===== src/rtl/servant_uart_pkg.sv =====
// Shared definitions for the servant UART receiver.
//   - rx_state_e : receive FSM encoding (2 bits)
//   - ADR_*      : Wishbone register select values
//   - ST_*       : STATUS register bit positions
package servant_uart_pkg;

    typedef enum logic [1:0] {
        RX_IDLE  = 2'd0,
        RX_START = 2'd1,
        RX_DATA  = 2'd2,
        RX_STOP  = 2'd3
    } rx_state_e;

    localparam logic ADR_DATA   = 1'b0;
    localparam logic ADR_STATUS = 1'b1;

    localparam int ST_VALID   = 0;
    localparam int ST_FULL    = 1;
    localparam int ST_OVR     = 2;
    localparam int ST_FERR    = 3;
    localparam int ST_CNT_LSB = 4;

    // Baud counter width; covers BAUD_DIV up to 65535.
    localparam int BAUD_CW = 16;

endpackage


===== src/rtl/servant_uart_rx_fifo.sv =====
// Small synchronous FIFO holding received bytes.
//   clk, rst_n : clock, async active-low reset (resets empty)
//   push, din  : write request and data (ignored when full unless popping)
//   pop        : read request (ignored when empty)
//   dout       : head entry, 0 when empty
//   empty,full : status flags
//   count      : fill level, AW+1 bits
module servant_uart_rx_fifo #(
    parameter int DW = 8,
    parameter int AW = 2
) (
    input  logic          clk,
    input  logic          rst_n,
    input  logic          push,
    input  logic          pop,
    input  logic [DW-1:0] din,
    output logic [DW-1:0] dout,
    output logic          empty,
    output logic          full,
    output logic [AW:0]   count
);

    localparam int          DEPTH    = 1 << AW;
    localparam logic [AW:0] FULL_CNT = (AW+1)'(DEPTH);

    logic [DW-1:0] mem [DEPTH];
    logic [AW-1:0] wr_ptr, rd_ptr;
    logic          do_push, do_pop;

    assign empty = (count == '0);
    assign full  = (count == FULL_CNT);

    // A pop frees a slot in the same cycle, so a push into a full FIFO
    // is still accepted when paired with a pop.
    assign do_pop  = pop & ~empty;
    assign do_push = push & (~full | do_pop);

    assign dout = empty ? '0 : mem[rd_ptr];

    always_ff @(posedge clk or negedge rst_n) begin
        if (!rst_n) begin
            wr_ptr <= '0;
            rd_ptr <= '0;
            count  <= '0;
        end else begin
            if (do_push) wr_ptr <= wr_ptr + 1'b1;
            if (do_pop)  rd_ptr <= rd_ptr + 1'b1;
            unique case ({do_push, do_pop})
                2'b10:   count <= count + (AW+1)'(1);
                2'b01:   count <= count - (AW+1)'(1);
                default: count <= count;
            endcase
        end
    end

    always_ff @(posedge clk) begin
        if (do_push) mem[wr_ptr] <= din;
    end

endmodule


===== src/rtl/servant_uart_rx.sv =====
// Wishbone-responder 8N1 UART receiver for the servant SoC.
//   i_clk, i_rst_n : clock, async active-low reset
//   i_rx           : serial input, idle high, asynchronous
//   i_wb_adr       : 0 = DATA (pop FIFO head), 1 = STATUS
//   i_wb_dat       : write data; STATUS bits 2/3 are write-1-to-clear
//   i_wb_we        : write enable
//   i_wb_cyc       : cycle/strobe
//   o_wb_rdt       : read data, combinational from i_wb_adr
//   o_wb_ack       : one-cycle registered acknowledge
//   o_irq          : high while the receive FIFO holds data
module servant_uart_rx
    import servant_uart_pkg::*;
#(
    parameter int BAUD_DIV = 278,
    parameter int FIFO_AW  = 2
) (
    input  logic        i_clk,
    input  logic        i_rst_n,
    input  logic        i_rx,
    input  logic        i_wb_adr,
    input  logic [31:0] i_wb_dat,
    input  logic        i_wb_we,
    input  logic        i_wb_cyc,
    output logic [31:0] o_wb_rdt,
    output logic        o_wb_ack,
    output logic        o_irq
);

    localparam logic [BAUD_CW-1:0] HALF_LOAD = BAUD_CW'(BAUD_DIV/2 - 1);
    localparam logic [BAUD_CW-1:0] FULL_LOAD = BAUD_CW'(BAUD_DIV - 1);

    // ---------------- input synchronizer ----------------
    logic [1:0] sync;
    logic       rxs;

    always_ff @(posedge i_clk or negedge i_rst_n) begin
        if (!i_rst_n) sync <= 2'b11;
        else          sync <= {sync[0], i_rx};
    end
    assign rxs = sync[1];

    // ---------------- receive FSM ----------------
    rx_state_e          state, state_nxt;
    logic [BAUD_CW-1:0] baud_cnt;
    logic [2:0]         bit_cnt;
    logic [7:0]         shreg;
    logic               baud_zero;

    logic ld_half, ld_full, cnt_dec, shift, stop_ok, stop_bad;

    assign baud_zero = (baud_cnt == '0);

    always_ff @(posedge i_clk or negedge i_rst_n) begin
        if (!i_rst_n) state <= RX_IDLE;
        else          state <= state_nxt;
    end

    always_comb begin
        state_nxt = state;
        unique case (state)
            RX_IDLE:  if (!rxs) state_nxt = RX_START;
            // A start bit that is high again at mid-bit was a glitch.
            RX_START: if (baud_zero) state_nxt = rxs ? RX_IDLE : RX_DATA;
            RX_DATA:  if (baud_zero && bit_cnt == 3'd7) state_nxt = RX_STOP;
            RX_STOP:  if (baud_zero) state_nxt = RX_IDLE;
            default:  state_nxt = RX_IDLE;
        endcase
    end

    always_comb begin
        ld_half  = 1'b0;
        ld_full  = 1'b0;
        cnt_dec  = 1'b0;
        shift    = 1'b0;
        stop_ok  = 1'b0;
        stop_bad = 1'b0;
        unique case (state)
            RX_IDLE:  ld_half = ~rxs;
            RX_START: if (baud_zero) ld_full = ~rxs; else cnt_dec = 1'b1;
            RX_DATA:  if (baud_zero) begin
                          shift   = 1'b1;
                          ld_full = 1'b1;
                      end else cnt_dec = 1'b1;
            RX_STOP:  if (baud_zero) begin
                          stop_ok  = rxs;
                          stop_bad = ~rxs;
                      end else cnt_dec = 1'b1;
            default:  ;
        endcase
    end

    // Counters and shift register; half-period load on the start edge
    // puts every later sample in the middle of its bit.
    always_ff @(posedge i_clk or negedge i_rst_n) begin
        if (!i_rst_n) begin
            baud_cnt <= '0;
            bit_cnt  <= '0;
            shreg    <= '0;
        end else begin
            if (ld_half) begin
                baud_cnt <= HALF_LOAD;
                bit_cnt  <= '0;
            end else if (ld_full) begin
                baud_cnt <= FULL_LOAD;
            end else if (cnt_dec) begin
                baud_cnt <= baud_cnt - 1'b1;
            end
            if (shift) begin
                shreg   <= {rxs, shreg[7:1]};
                bit_cnt <= bit_cnt + 1'b1;
            end
        end
    end

    // ---------------- FIFO ----------------
    logic [7:0]       fifo_dout;
    logic             fifo_empty, fifo_full;
    logic [FIFO_AW:0] fifo_count;
    logic             pop_req;

    servant_uart_rx_fifo #(
        .DW (8),
        .AW (FIFO_AW)
    ) u_fifo (
        .clk   (i_clk),
        .rst_n (i_rst_n),
        .push  (stop_ok),
        .pop   (pop_req),
        .din   (shreg),
        .dout  (fifo_dout),
        .empty (fifo_empty),
        .full  (fifo_full),
        .count (fifo_count)
    );

    // ---------------- Wishbone ----------------
    logic ovr, ferr, ovr_set, w1c;

    always_ff @(posedge i_clk or negedge i_rst_n) begin
        if (!i_rst_n) o_wb_ack <= 1'b0;
        else          o_wb_ack <= i_wb_cyc & ~o_wb_ack;
    end

    // ack can only be high when cyc started the access, so side effects
    // key off ack alone.
    assign pop_req = o_wb_ack & ~i_wb_we & (i_wb_adr == ADR_DATA);
    assign w1c     = o_wb_ack &  i_wb_we & (i_wb_adr == ADR_STATUS);

    // A same-cycle pop makes room, so that push is not an overrun.
    assign ovr_set = stop_ok & fifo_full & ~pop_req;

    // Set takes priority over a simultaneous write-1-to-clear.
    always_ff @(posedge i_clk or negedge i_rst_n) begin
        if (!i_rst_n) begin
            ovr  <= 1'b0;
            ferr <= 1'b0;
        end else begin
            if (ovr_set)                   ovr <= 1'b1;
            else if (w1c && i_wb_dat[ST_OVR])  ovr <= 1'b0;
            if (stop_bad)                  ferr <= 1'b1;
            else if (w1c && i_wb_dat[ST_FERR]) ferr <= 1'b0;
        end
    end

    always_comb begin
        o_wb_rdt = '0;
        if (i_wb_adr == ADR_DATA) begin
            o_wb_rdt[7:0] = fifo_dout;
        end else begin
            o_wb_rdt[ST_VALID]                   = ~fifo_empty;
            o_wb_rdt[ST_FULL]                    = fifo_full;
            o_wb_rdt[ST_OVR]                     = ovr;
            o_wb_rdt[ST_FERR]                    = ferr;
            o_wb_rdt[ST_CNT_LSB +: FIFO_AW+1]    = fifo_count;
        end
    end

    // Decoded from the registered FIFO count only; no bus-to-irq path.
    assign o_irq = ~fifo_empty;

    logic unused_dat;
    assign unused_dat = ^{i_wb_dat[31:4], i_wb_dat[1:0]};

endmodule

===== config.mk =====
export PLATFORM = sky130hd
export DESIGN_NAME = servant_uart_rx
export DESIGN_NICKNAME = d
export VERILOG_FILES = /design/src/rtl/servant_uart_pkg.sv /design/src/rtl/servant_uart_rx_fifo.sv /design/src/rtl/servant_uart_rx.sv
export SDC_FILE = /design/constraint.sdc
export NUM_CORES = 1
export LEC_CHECK = 0
export ABC_CLOCK_PERIOD_IN_PS = 3220
export BUFFER_PORTS_ARGS = -buffer_cell sky130_fd_sc_hd__buf_2
export CORE_MARGIN = 2
export CORE_UTILIZATION = 55
export CTS_BUF_LIST = sky130_fd_sc_hd__clkbuf_16
export DETAILED_ROUTE_END_ITERATION = 8
export GPL_TIMING_DRIVEN = 0
export PLACE_DENSITY = 0.79
export RECOVER_POWER = 50
export SLEW_MARGIN = 20
export SYNTH_ARGS = -nofsm -noshare
export SYNTH_HDL_FRONTEND = slang
export SYNTH_HIERARCHICAL = 1
export SYNTH_SLANG_ARGS = --single-unit

===== constraint.sdc =====
create_clock -name i_clk -period 3.22 [get_ports i_clk]
set_input_delay 0.483 -clock i_clk [delete_from_list [all_inputs] [get_ports i_clk]]
set_output_delay 0.483 -clock i_clk [all_outputs]
set_load 0.01 [all_outputs]

==> out/qor.csv <==
stage,metric,value,unit
cells_and_area,seqCellArea,1990,sq um
sta,layout_min_cycle_time,2.96,ns
route,drt_pass1_iterations,4,
global_route,grt_max_degree,42,
worst_setup_path,crit_arrival,3.17,ns
route,routed-wl-met2,3.24,mm
clocking,clock_sink_count,73,
route,top_layer,met4,
pwr,p_int,1740,uW
global_route,initial_antenna_violation_count,0,
pwr,seq_power_share,44.8,%
synthesis,synth.ff_latch_count,73,
clocking,cts_hold_buffers,0,
route,vias_per_cell,5.29,
cells_and_area,nets,399,
clocking,tritoncts,built,
pwr,power-per-cell-area,536,nW/um^2
hold_path,hold_path.class,in -> reg,
synthesis,synth_largest_area_cell,dfrtp_1,
clocking,htreeDepth,3,
route,route.antenna.remaining_nets,0,
synthesis,synthDominantCellAreaShare,26.3,%
synthesis,number_of_flops_mapped_to_enable_cells_by_yosys,32,
clocking,cts_root_buf,clkbuf_16,
sta,grt_setup_unrepaired,false,
synthesis,synth_top_cells_by_count,"39 x dfrtp_1, 32 x edfxtp_1, 25 x buf_4",
route,vias,2263,
outcome,status,"finished, violations left",
pwr,max-vdd-ir-drop,0.319,mV
route,route.final.wire_length,6.31,mm
route,avgRoutedWirePerCell,14.7,microns
pwr,p_leak,0.00197,uW
place,port_buffers,17,
floorplanning,floorplan.initialDensity,57.8,%
sta,worst_hold_slack,0.250,ns
clocking,inserted_clock_buffers,9,
clocking,post_cts_clock_slew_at_the_launch_and_capture_registers_of_the_worst_setup_and_hold_paths,0.06,ns
synthesis,main_area_contributors_after_synthesis,"dfrtp_1 26%, edfxtp_1 26%, buf_4 5.1%",
global_route,globalRouteOverflowTotal,0,
floorplanning,std_cell_rows,29,
job,maxCapViolations,1,
pwr,power.total,2300,uW
clocking,worst_skew_pair.late_latency,0.33,ns
synthesis,yosys.cell_types.count,55,
place,hpwl,4.43,mm
sta,fmax,338,MHz
floorplanning,design.core.area,6420,sq um
synthesis,netlist_instances,295,
global_route,grt_util_all_layers,18.7,%
route,drt_iter0_drc,139,
sta,final_critical_path_setup_slack,0.262,ns
worst_setup_path,r2r_slack,0.26,ns
synthesis,avgSynthCellArea,12.6,sq um
synthesis,postSynth.topFlopCell,dfrtp_1,
route,met3_length,235,microns
global_route,grt_pass1_wl,10.5,mm
sta,timing_hold_violations_final,0,
cells_and_area,num_antenna_cells,0,
global_route,number_of_global_route_vias_before_repair,2176,
place,globalplace.congestion,0.802,
synthesis,postSynth.asyncResetShare,56.2,%
synthesis,ys_seq_area_share,53.6,%
cells_and_area,area_growth_syn_to_layout,15.7,%
synthesis,netlist_area,3710,sq um
sta,worstMarginPinSlew,2.15,ns
outcome,violations,"max-capacitance violations, max-slew violations",
worst_setup_path,cp_max_fo,10,
sta,finClkSkew,0.00596,ns
route,drc,0,
clocking,setup_fix_bufs_post_cts,0,
sta,finalCritPeriodShare,91.9,%
clocking,clock_path_buffers,2,
floorplanning,i_o_pins,72,
worst_setup_path,timing.critical_path.to_type,flip-flop,
synthesis,ys_warn_count,6,
floorplanning,die_h,86.1,microns
sta,setup_viol_count_final,0,
cells_and_area,fraction_of_layout_instances_using_a_drive_strength_above_1,26.8,%
sta,slew_viol_final,42,
worst_setup_path,critical_path_required,3.43,ns
cells_and_area,multi_input_combinational_cell_area,1550,sq um
pwr,switchingPower,565,uW
pwr,netSwitchingFraction,24.5,%
worst_setup_path,path_class,reg -> reg,
worst_setup_path,crit_path_start_kind,flip-flop,
floorplanning,die-area,7420,sq um
sta,tns,0,ns
place,preCtsSetupSlack,0.0175,ns
sta,max-slew-margin-rel,-43.5,%
cells_and_area,fillCellCount,474,
floorplanning,chipWidth,86.1,microns
route,wirelength_met1,2.78,mm
pwr,pwr-share-clk,42.3,%
synthesis,most_frequent_cell_after_synthesis,dfrtp_1,
cells_and_area,layout.core_utilization,66.8,%
pwr,combPwrFrac,12.9,%
[final timing paths]
kind	start	end	cells past startpoint
min in group asynchronous	i_rst_n	u_fifo/count[0]$_DFFE_PN0P_	1
max in group asynchronous	i_rst_n	baud_cnt[2]$_DFFE_PN0P_	1
max reg2reg	baud_cnt[7]$_DFFE_PN0P_	u_fifo/count[2]$_DFFE_PN0P_	12
min	i_rx	sync[0]$_DFF_PN1_	1
max	baud_cnt[7]$_DFFE_PN0P_	u_fifo/count[2]$_DFFE_PN0P_	12
min reg2reg	sync[0]$_DFF_PN1_	sync[1]$_DFF_PN1_	0
[worst max-delay path, stage by stage, from the launching register on]
cell	delay, ns
dfrtp_1	0.41
nor4_2	0.52
and4_1	0.33
buf_2	0.23
and3_1	0.28
o21a_4	0.21
inv_1	0.05
ha_1	0.21
inv_1	0.07
fa_1	0.17
xor2_1	0.14
nor2_1	0.07
xor2_1	0.14
[cells in the final DEF, fill, tap and decap left out, types with 9 or more instances in the layout]
cell type  Yosys  final
a21oi_1       12     12
buf_2          4     19
buf_4         25     25
clkbuf_16      0      9
conb_1         1     24
dfrtp_1       39     39
edfxtp_1      32     32
ha_1          14     14
inv_1         15     15
mux2_2        12     12
nand2_1       11     11
or3_1         10     10
[routing by layer]
metal / global-route usage [%] / up-vias
met5: 0 / -
li1: - / 1131
met1: 23.0 / 1082
met4: 4.91 / 0
met2: 31.6 / 45
met3: 6.54 / 5
[final cells by class]
class | count | share of cell area (%)
repair buffers | 17 | 1.92
plain buffers | 34 | 5.28
well taps | 77 | 2.24
multi-input cells | 196 | 36.0
clock inverters | 7 | 1.63
flip-flops and latches | 73 | 46.3
inverters | 15 | 1.31
clock buffers | 9 | 5.25
[state kept, by name (all words and copies together), names as in the netlist, named ones only]
register and cells:
u_fifo/mem 32, baud_cnt 16, sync 2, ferr 1, u_fifo/count 3, bit_cnt 3
shreg 8, o_wb_ack 1, u_fifo/rd_ptr 2, u_fifo/wr_ptr 2, ovr 1, state 1
[cell families (layout without fill, tap and decap cells)]
group           Yosys count  count (layout)  share of synthesized area (%)
compound gates           39              39                           6.91
buf+inv                  49              82                           7.62
other cells               1              24                          0.101
mux                      28              28                           10.9
flops                    73              73                           53.6
simple gates             83              83                           14.0
xor+xnor                  7               7                           1.65
fa+ha+maj                15              15                           5.26
[power by group through the flow]
| stage | Combinational [uW] | Sequential, uW | Clock [uW] |
|---|---|---|---|
| finish | 297 | 1030 | 973 |
| floorplan | 231 | 1040 | 0 |
| detailed placement | 300 | 1050 | 0 |
| CTS | 301 | 1030 | 988 |
| global route | 334 | 1040 | 1030 |
| global placement | 296 | 1050 | 0 |
[per-stage QoR]
| stage | instances | instance area [sq um] |
|---|---|---|
| floorplan | 318 | 3800 |
| global route | 428 | 4290 |
| global placement | 412 | 3980 |
| detailed placement | 412 | 3980 |
| finish | 428 | 4290 |
| CTS | 428 | 4280 |
[repair_timing]
| item | 4_1_cts | 5_1_grt |
|---|---|---|
| resized for setup | 1 | 2 |
| pin swaps | 0 | 0 |
| setup endpoints to repair | 1 | 2 |
No activity file was read; power rests on OpenSTA's default activity.
